[src/rtl/cpu_types_pkg.sv]
// rtl/cpu_types_pkg.sv - shared pipeline control types
package cpu_types_pkg;
  localparam int REG_W = 5;

  typedef logic [REG_W-1:0] regbits_t;

  typedef enum logic [1:0] {
    RUN     = 2'd0,
    MEMWAIT = 2'd1,
    HALT    = 2'd2
  } hz_state_t;
endpackage

[src/rtl/hazard_detect.sv]
// rtl/hazard_detect.sv - load-use comparator between EX load and ID sources
module hazard_detect #(
  parameter int REG_W = 5
) (
  input  logic [REG_W-1:0] id_rs,
  input  logic [REG_W-1:0] id_rt,
  input  logic             id_uses_rt,
  input  logic [REG_W-1:0] ex_wsel,
  input  logic             ex_regwrite,
  input  logic             ex_dREN,
  output logic             load_use
);
  logic rs_match;
  logic rt_match;

  // r0 is hardwired zero, so a load targeting it never creates a dependency
  assign rs_match = (ex_wsel == id_rs);
  assign rt_match = id_uses_rt && (ex_wsel == id_rt);
  assign load_use = ex_dREN && ex_regwrite && (ex_wsel != '0) && (rs_match || rt_match);
endmodule

[src/rtl/pipeline_hazard_ctrl.sv]
// rtl/pipeline_hazard_ctrl.sv - stall/flush sequencer and perf counters for the 5-stage pipeline
module pipeline_hazard_ctrl
  import cpu_types_pkg::*;
#(
  parameter int REG_W = cpu_types_pkg::REG_W,
  parameter int CNT_W = 16
) (
  input  logic             CLK,
  input  logic             nRST,
  input  logic             ihit,
  input  logic             dhit,
  input  logic [REG_W-1:0] id_rs,
  input  logic [REG_W-1:0] id_rt,
  input  logic             id_uses_rt,
  input  logic [REG_W-1:0] ex_wsel,
  input  logic             ex_regwrite,
  input  logic             ex_dREN,
  input  logic             mem_dREN,
  input  logic             mem_dWEN,
  input  logic             ex_redirect,
  input  logic             wb_halt,
  output logic             pc_en,
  output logic             if_id_stall,
  output logic             id_ex_stall,
  output logic             ex_mem_stall,
  output logic             mem_wb_stall,
  output logic             if_id_flush,
  output logic             id_ex_flush,
  output logic             ex_mem_flush,
  output logic             mem_wb_flush,
  output logic             halted,
  output logic [CNT_W-1:0] stall_cnt,
  output logic [CNT_W-1:0] flush_cnt
);
  hz_state_t state, next_state;
  logic      redirect_pend, pend_nxt;
  logic      load_use;
  logic      dmiss;
  logic      flush_inc;
  logic      stall_inc;

  hazard_detect #(.REG_W(REG_W)) u_hazard_detect (
    .id_rs       (id_rs),
    .id_rt       (id_rt),
    .id_uses_rt  (id_uses_rt),
    .ex_wsel     (ex_wsel),
    .ex_regwrite (ex_regwrite),
    .ex_dREN     (ex_dREN),
    .load_use    (load_use)
  );

  assign dmiss = (mem_dREN || mem_dWEN) && !dhit;

  always_comb begin
    pc_en        = 1'b0;
    if_id_stall  = 1'b0;
    id_ex_stall  = 1'b0;
    ex_mem_stall = 1'b0;
    mem_wb_stall = 1'b0;
    if_id_flush  = 1'b0;
    id_ex_flush  = 1'b0;
    ex_mem_flush = 1'b0;
    mem_wb_flush = 1'b0;
    flush_inc    = 1'b0;
    next_state   = state;
    pend_nxt     = redirect_pend;
    if (state == HALT) begin
      if_id_stall  = 1'b1;
      id_ex_stall  = 1'b1;
      ex_mem_stall = 1'b1;
      mem_wb_stall = 1'b1;
    end else if (wb_halt) begin
      if_id_stall  = 1'b1;
      id_ex_stall  = 1'b1;
      ex_mem_stall = 1'b1;
      mem_wb_stall = 1'b1;
      next_state   = HALT;
    end else if (dmiss) begin
      // the stalled MEM op must not retire twice, so WB gets a bubble
      if_id_stall  = 1'b1;
      id_ex_stall  = 1'b1;
      ex_mem_stall = 1'b1;
      mem_wb_flush = 1'b1;
      next_state   = MEMWAIT;
    end else begin
      next_state = RUN;
      if (ex_redirect) begin
        if_id_flush = 1'b1;
        id_ex_flush = 1'b1;
        pc_en       = ihit;
        flush_inc   = 1'b1;
        pend_nxt    = redirect_pend || !ihit;
      end else if (redirect_pend && ihit) begin
        // the fetch that was in flight at redirect time is wrong-path
        if_id_flush = 1'b1;
        pc_en       = 1'b1;
        pend_nxt    = 1'b0;
      end else if (load_use) begin
        if_id_stall = 1'b1;
        id_ex_flush = 1'b1;
      end else if (!ihit) begin
        if_id_flush = 1'b1;
      end else begin
        pc_en = 1'b1;
      end
    end
  end

  assign stall_inc = (state != HALT) && !pc_en;

  always_ff @(posedge CLK or negedge nRST) begin
    if (!nRST) begin
      state         <= RUN;
      redirect_pend <= 1'b0;
      halted        <= 1'b0;
      stall_cnt     <= '0;
      flush_cnt     <= '0;
    end else begin
      state         <= next_state;
      redirect_pend <= pend_nxt;
      halted        <= (next_state == HALT);
      if (stall_inc && (stall_cnt != '1))
        stall_cnt <= stall_cnt + CNT_W'(1);
      if (flush_inc && (flush_cnt != '1))
        flush_cnt <= flush_cnt + CNT_W'(1);
    end
  end
endmodule

[config.mk]
export PLATFORM = sky130hd
export DESIGN_NAME = pipeline_hazard_ctrl
export DESIGN_NICKNAME = d
export VERILOG_FILES = /design/src/rtl/cpu_types_pkg.sv /design/src/rtl/hazard_detect.sv /design/src/rtl/pipeline_hazard_ctrl.sv
export SDC_FILE = /design/constraint.sdc
export NUM_CORES = 1
export LEC_CHECK = 0
export CAP_MARGIN = 15
export CORE_ASPECT_RATIO = 1.75
export CORE_UTILIZATION = 28
export DETAILED_ROUTE_END_ITERATION = 7
export SLEW_MARGIN = 20
export SYNTH_ARGS = -nofsm -noshare
export SYNTH_HDL_FRONTEND = slang
export SYNTH_SLANG_ARGS = --single-unit
[constraint.sdc]
create_clock -name CLK -period 3 [get_ports CLK]
set_input_delay 0.3 -clock CLK [delete_from_list [all_inputs] [get_ports CLK]]
set_output_delay 0.3 -clock CLK [all_outputs]
set_load 0.03 [all_outputs]
==> results.md <==
- Result of the run: complete, no violations
- Count of synthesis-stage warnings from yosys: 0
- Hold buffers post-CTS: 0
- Share of synthesized area spent on multiplexers: 1.698%
- Critical path capture point type: output pin
- Number of setup violations in the final report: 0
- Chip Height: between 100 and 150 um
- Overall via count from detail_route: 1523
- Nets@finish: between 200 and 300
- Number of top-level pins: 68
- Clock latency of the later-clocked register in the worst-skew pair: approximately 0.28 ns
- Compound-cell area share of the yosys netlist: under 10%
- Number of violations of the max-capacitance limit: 0
- Sum of negative setup slack: 0 ns
- Final critical-path required period: between 2 and 3 ns
- Post-Route Skew: approximately 0.0043 ns
- Maximum vdd drop: around 0.42 mV
- Top delay family on crit path: buffers and inverters
- Layout overhead on the synthesized area: 44.87%
- Number of vias per cell after detailed routing: ~4.7
- First DRT Iteration DRCs: 22
- Worst-path fanout max: 3
- CP Launch Type: input port
- Crit-path slowest cell: sky130_fd_sc_hd__clkdlybuf4s50_1
- Cts bufs inserted: 5
- Synthesized instance count: approximately 180
- Reg-to-reg endpoint: stall_cnt[1]
- DRT Wirelength: 4.386 mm
- Overflow after GRT: 0
- Switching share of power: roughly 25%
- Reg power frac: between 40% and 50%
- Mean cell area of the mapped netlist: 10.95 um^2
- Synthesized cell area: between 1500 and 2000 um^2
- Ratio of final minimum period to clock period: about 94%
- Pin count of the biggest net entering global routing: 37
- Peak clock frequency supported by timing: between 300 and 400 MHz
- Post-Synth Simple-Gate Area: between 20% and 30%
- Power density over cell area: about 440 nW/um^2
- Vias in the first global route: 1519
- Remaining design rule violation count: 0
- Fin util: 42.13%
- Core Footprint: ~6600 um^2
- TritonCTS Sinks: 36
- Worst max-slew margin expressed relative to the limit: a little under half
- Post-synthesis sequential area ratio: between 40% and 50%
- Initial antenna violation count: 0
- Fraction of final layout cells with drive strength greater than 1: 9.016%
- Distinct cell type count of the synthesized netlist: 39
- Max-slew violation count: 0
- Number of cells traversed by the worst register-to-register path: 6
- Total number of cells along the worst setup path: 7
- Leak Pwr: about 1.2 nW
- Delay contributed by the slowest stage of the critical path: 0.68 ns
- Global router's overall resource usage: about an eighth
- Power share of the combinational group: 14.2%
- Worst Path Class, Setup: input port to output pin
- Site Rows: 39
- Ys flop type: sky130_fd_sc_hd__dfrtp_1
- Synthesized Nets: 203
- Unrepaired setup endpoints after global routing: false
- Number of synthesized flops with an enable pin: 0
- Clock group share of total power: between 40% and 50%
- Net switching component of the power: a little over 0.3 mW
- Antenna diode count: 0
- Cell seen most often among critical-path stages: sky130_fd_sc_hd__clkdlybuf4s50_1
- Clock tree root buffer cell: sky130_fd_sc_hd__clkbuf_16
- Slack of the worst reg-to-reg path: ~0.95 ns
- Critical path cell sequence: clkdlybuf4s50_1 > or3_1 > o311a_1 > nand2_1 > mux2i_1 > a21oi_1 > clkdlybuf4s50_1
- Number of buffers and inverters on the critical path: 2
- Post-route antenna net violation count: 0
- Number of hold violations in the final report: 0
- Crit path launch: ex_wsel[0]
- Slew @ Worst Pin: ~0.8 ns
- Largest buffer count on any clock path: 2
- H-Tree Depth: 2
- First-pass iteration count of the detailed router: 4
- Main area contributors after synthesis: sky130_fd_sc_hd__dfrtp_1, sky130_fd_sc_hd__xnor2_1, sky130_fd_sc_hd__xor2_1
- Cell Int Power: roughly 0.9 mW
- Routability cong.: slightly above 0.7
- Starting density of the core: roughly 29%
- Post-synth top area share: between 40% and 50%
- CTS clk-pin slew, worst paths: around 0.050 ns
- Number of gates resized after CTS: 0
- Path class of the lowest-slack min-delay path: input port to asynchronous set/reset pin
- Horizontal die dimension: between 60 and 70 um
- Port Buffer Count: 66
- Worst hold margin: ~0.11 ns
- Post-detailed-placement half-perimeter wirelength: ~3.2 mm
- Main combinational cell family by area after synthesis: simple AND/OR/NAND/NOR gates
- Total of flip-flops plus latches after synthesis: 36
- Buffers inserted during post-CTS setup optimization: 0
- Share of synthesized cell area in full adder, half adder and majority cells: 1.306%
- TritonCTS clock tree: yes
- Average detailed-routed wire length per instance: between 10 and 15 um
- Die area: 7189 um^2
- Leading area contributor after synthesis: sky130_fd_sc_hd__dfrtp_1
- Critical path endpoint: if_id_flush
- Worst path arrival time: roughly 2.5 ns
- Xor and xnor area share after synthesis: 18.29%
- FFs w/ async S/R, synth: 100.0%
- Launch point of the worst reg-to-reg path: stall_cnt[0]
- Worst EP required: between 2 and 3 ns
- Global-route wire length before repair: 7.176 mm
==> power by group through the flow <==
stage	clock (mW)	sequential, mW	combinational [mW]
final	0.521	0.534	0.174
after global routing	0.562	0.536	0.187
after CTS	0.544	0.534	0.177
after detailed placement	0	0.542	0.174
after global placement	0	0.542	0.173
after floorplan	0	0.575	0.0441
==> cell families (layout without fill, tap and decap cells) <==
kind of cell | after synthesis | in the layout
and+or+nand+nor | 67 | 67
other | 1 | 1
muxes | 3 | 3
buffers and inverters | 9 | 78
xor gates and xnor gates | 40 | 40
AOI/OAI and AO/OA | 17 | 17
adders and majority gates | 2 | 2
DFF | 36 | 36
==> through the flow <==
stage | worst slack (ns) | power [mW] | cell area, um^2 | cells
6_report | 0.1836 | 1.229 | 2775 | 326
3_3_place_gp | 0.1837 | 0.7154 | 2629 | 318
4_1_cts | 0.1814 | 1.254 | 2775 | 326
3_5_place_dp | 0.1915 | 0.7161 | 2629 | 318
5_1_grt | 0.06803 | 1.285 | 2775 | 326
2_1_floorplan | 0.8435 | 0.6187 | 1916 | 175
==> layout by cell type (no fill, tap or decap), types with 4 or more instances in the layout <==
master                            netlist  routed
sky130_fd_sc_hd__nand3_1                7       7
sky130_fd_sc_hd__clkbuf_16              0       5
sky130_fd_sc_hd__clkdlybuf4s50_1        0      65
sky130_fd_sc_hd__inv_1                  4       4
sky130_fd_sc_hd__nor2_1                 7       7
sky130_fd_sc_hd__xnor2_1               31      31
sky130_fd_sc_hd__nand3_2                4       4
sky130_fd_sc_hd__and3_1                 7       7
sky130_fd_sc_hd__nand2_1               13      13
sky130_fd_sc_hd__nand4_1                9       9
sky130_fd_sc_hd__xor2_1                 9       9
sky130_fd_sc_hd__and2_1                 4       4
sky130_fd_sc_hd__dfrtp_1               36      36
==> routing by layer <==
layer  vias to the layer above  routed length [um]  track usage, %
met1                       722                1780           14.33
met4                         0                 124           8.444
li1                        743                   -               -
met2                        52                2163           22.04
met5                         -                   0               0
met3                         6                 318           3.893
==> worst register-to-register path, cell delays in order, from the launching register on <==
cell and delay [ns]:
sky130_fd_sc_hd__dfrtp_1 0.44, sky130_fd_sc_hd__ha_1 0.20, sky130_fd_sc_hd__and3_1 0.24, sky130_fd_sc_hd__nand4_1 0.20, sky130_fd_sc_hd__o211a_1 0.27, sky130_fd_sc_hd__a21bo_4 0.29
sky130_fd_sc_hd__mux2_2 0.29
==> synth_stat cells (2+ instances only) <==
cell	count
sky130_fd_sc_hd__nand4_1	9
sky130_fd_sc_hd__and2_1	4
sky130_fd_sc_hd__a21oi_1	3
sky130_fd_sc_hd__xor2_1	9
sky130_fd_sc_hd__and4_1	3
sky130_fd_sc_hd__mux2_2	2
sky130_fd_sc_hd__or2_2	3
sky130_fd_sc_hd__inv_1	4
sky130_fd_sc_hd__nor2_1	7
sky130_fd_sc_hd__o211a_1	2
sky130_fd_sc_hd__nand2_1	13
sky130_fd_sc_hd__ha_1	2
sky130_fd_sc_hd__buf_6	2
sky130_fd_sc_hd__nand4_2	2
sky130_fd_sc_hd__xnor2_1	31
sky130_fd_sc_hd__buf_4	3
sky130_fd_sc_hd__o21ai_0	3
sky130_fd_sc_hd__a31oi_1	2
sky130_fd_sc_hd__and3_1	7
sky130_fd_sc_hd__dfrtp_1	36
sky130_fd_sc_hd__nand3_1	7
sky130_fd_sc_hd__nand3_2	4
==> layout make-up <==
class / instances / area (um^2)
clock buffer: 8 / 146.4
timing repair buffer: 66 / 655.6
tap: 82 / 102.6
inverter: 4 / 15.01
multi-input combinational: 130 / 954.7
fill: 667 / 3812
sequential: 36 / 900.9
==> state kept, by name (all words and copies together), names as in the netlist <==
signal,cells
flush_cnt,16
halted,1
redirect_pend,1
stall_cnt,16
state,2
==> worst min-delay path by stage <==
stage	endpoint	from	cells after the start	slack (ns)
6_report	stall_cnt[8]	nRST	1	0.11
5_1_grt	stall_cnt[10]	nRST	1	0.17
4_1_cts	stall_cnt[10]	nRST	1	0.14
3_5_place_dp	stall_cnt[9]	nRST	1	0.45
3_3_place_gp	stall_cnt[10]	nRST	1	0.45
2_1_floorplan	flush_cnt[0]	nRST	0	0.004
Power figures use the tool's default switching activity.
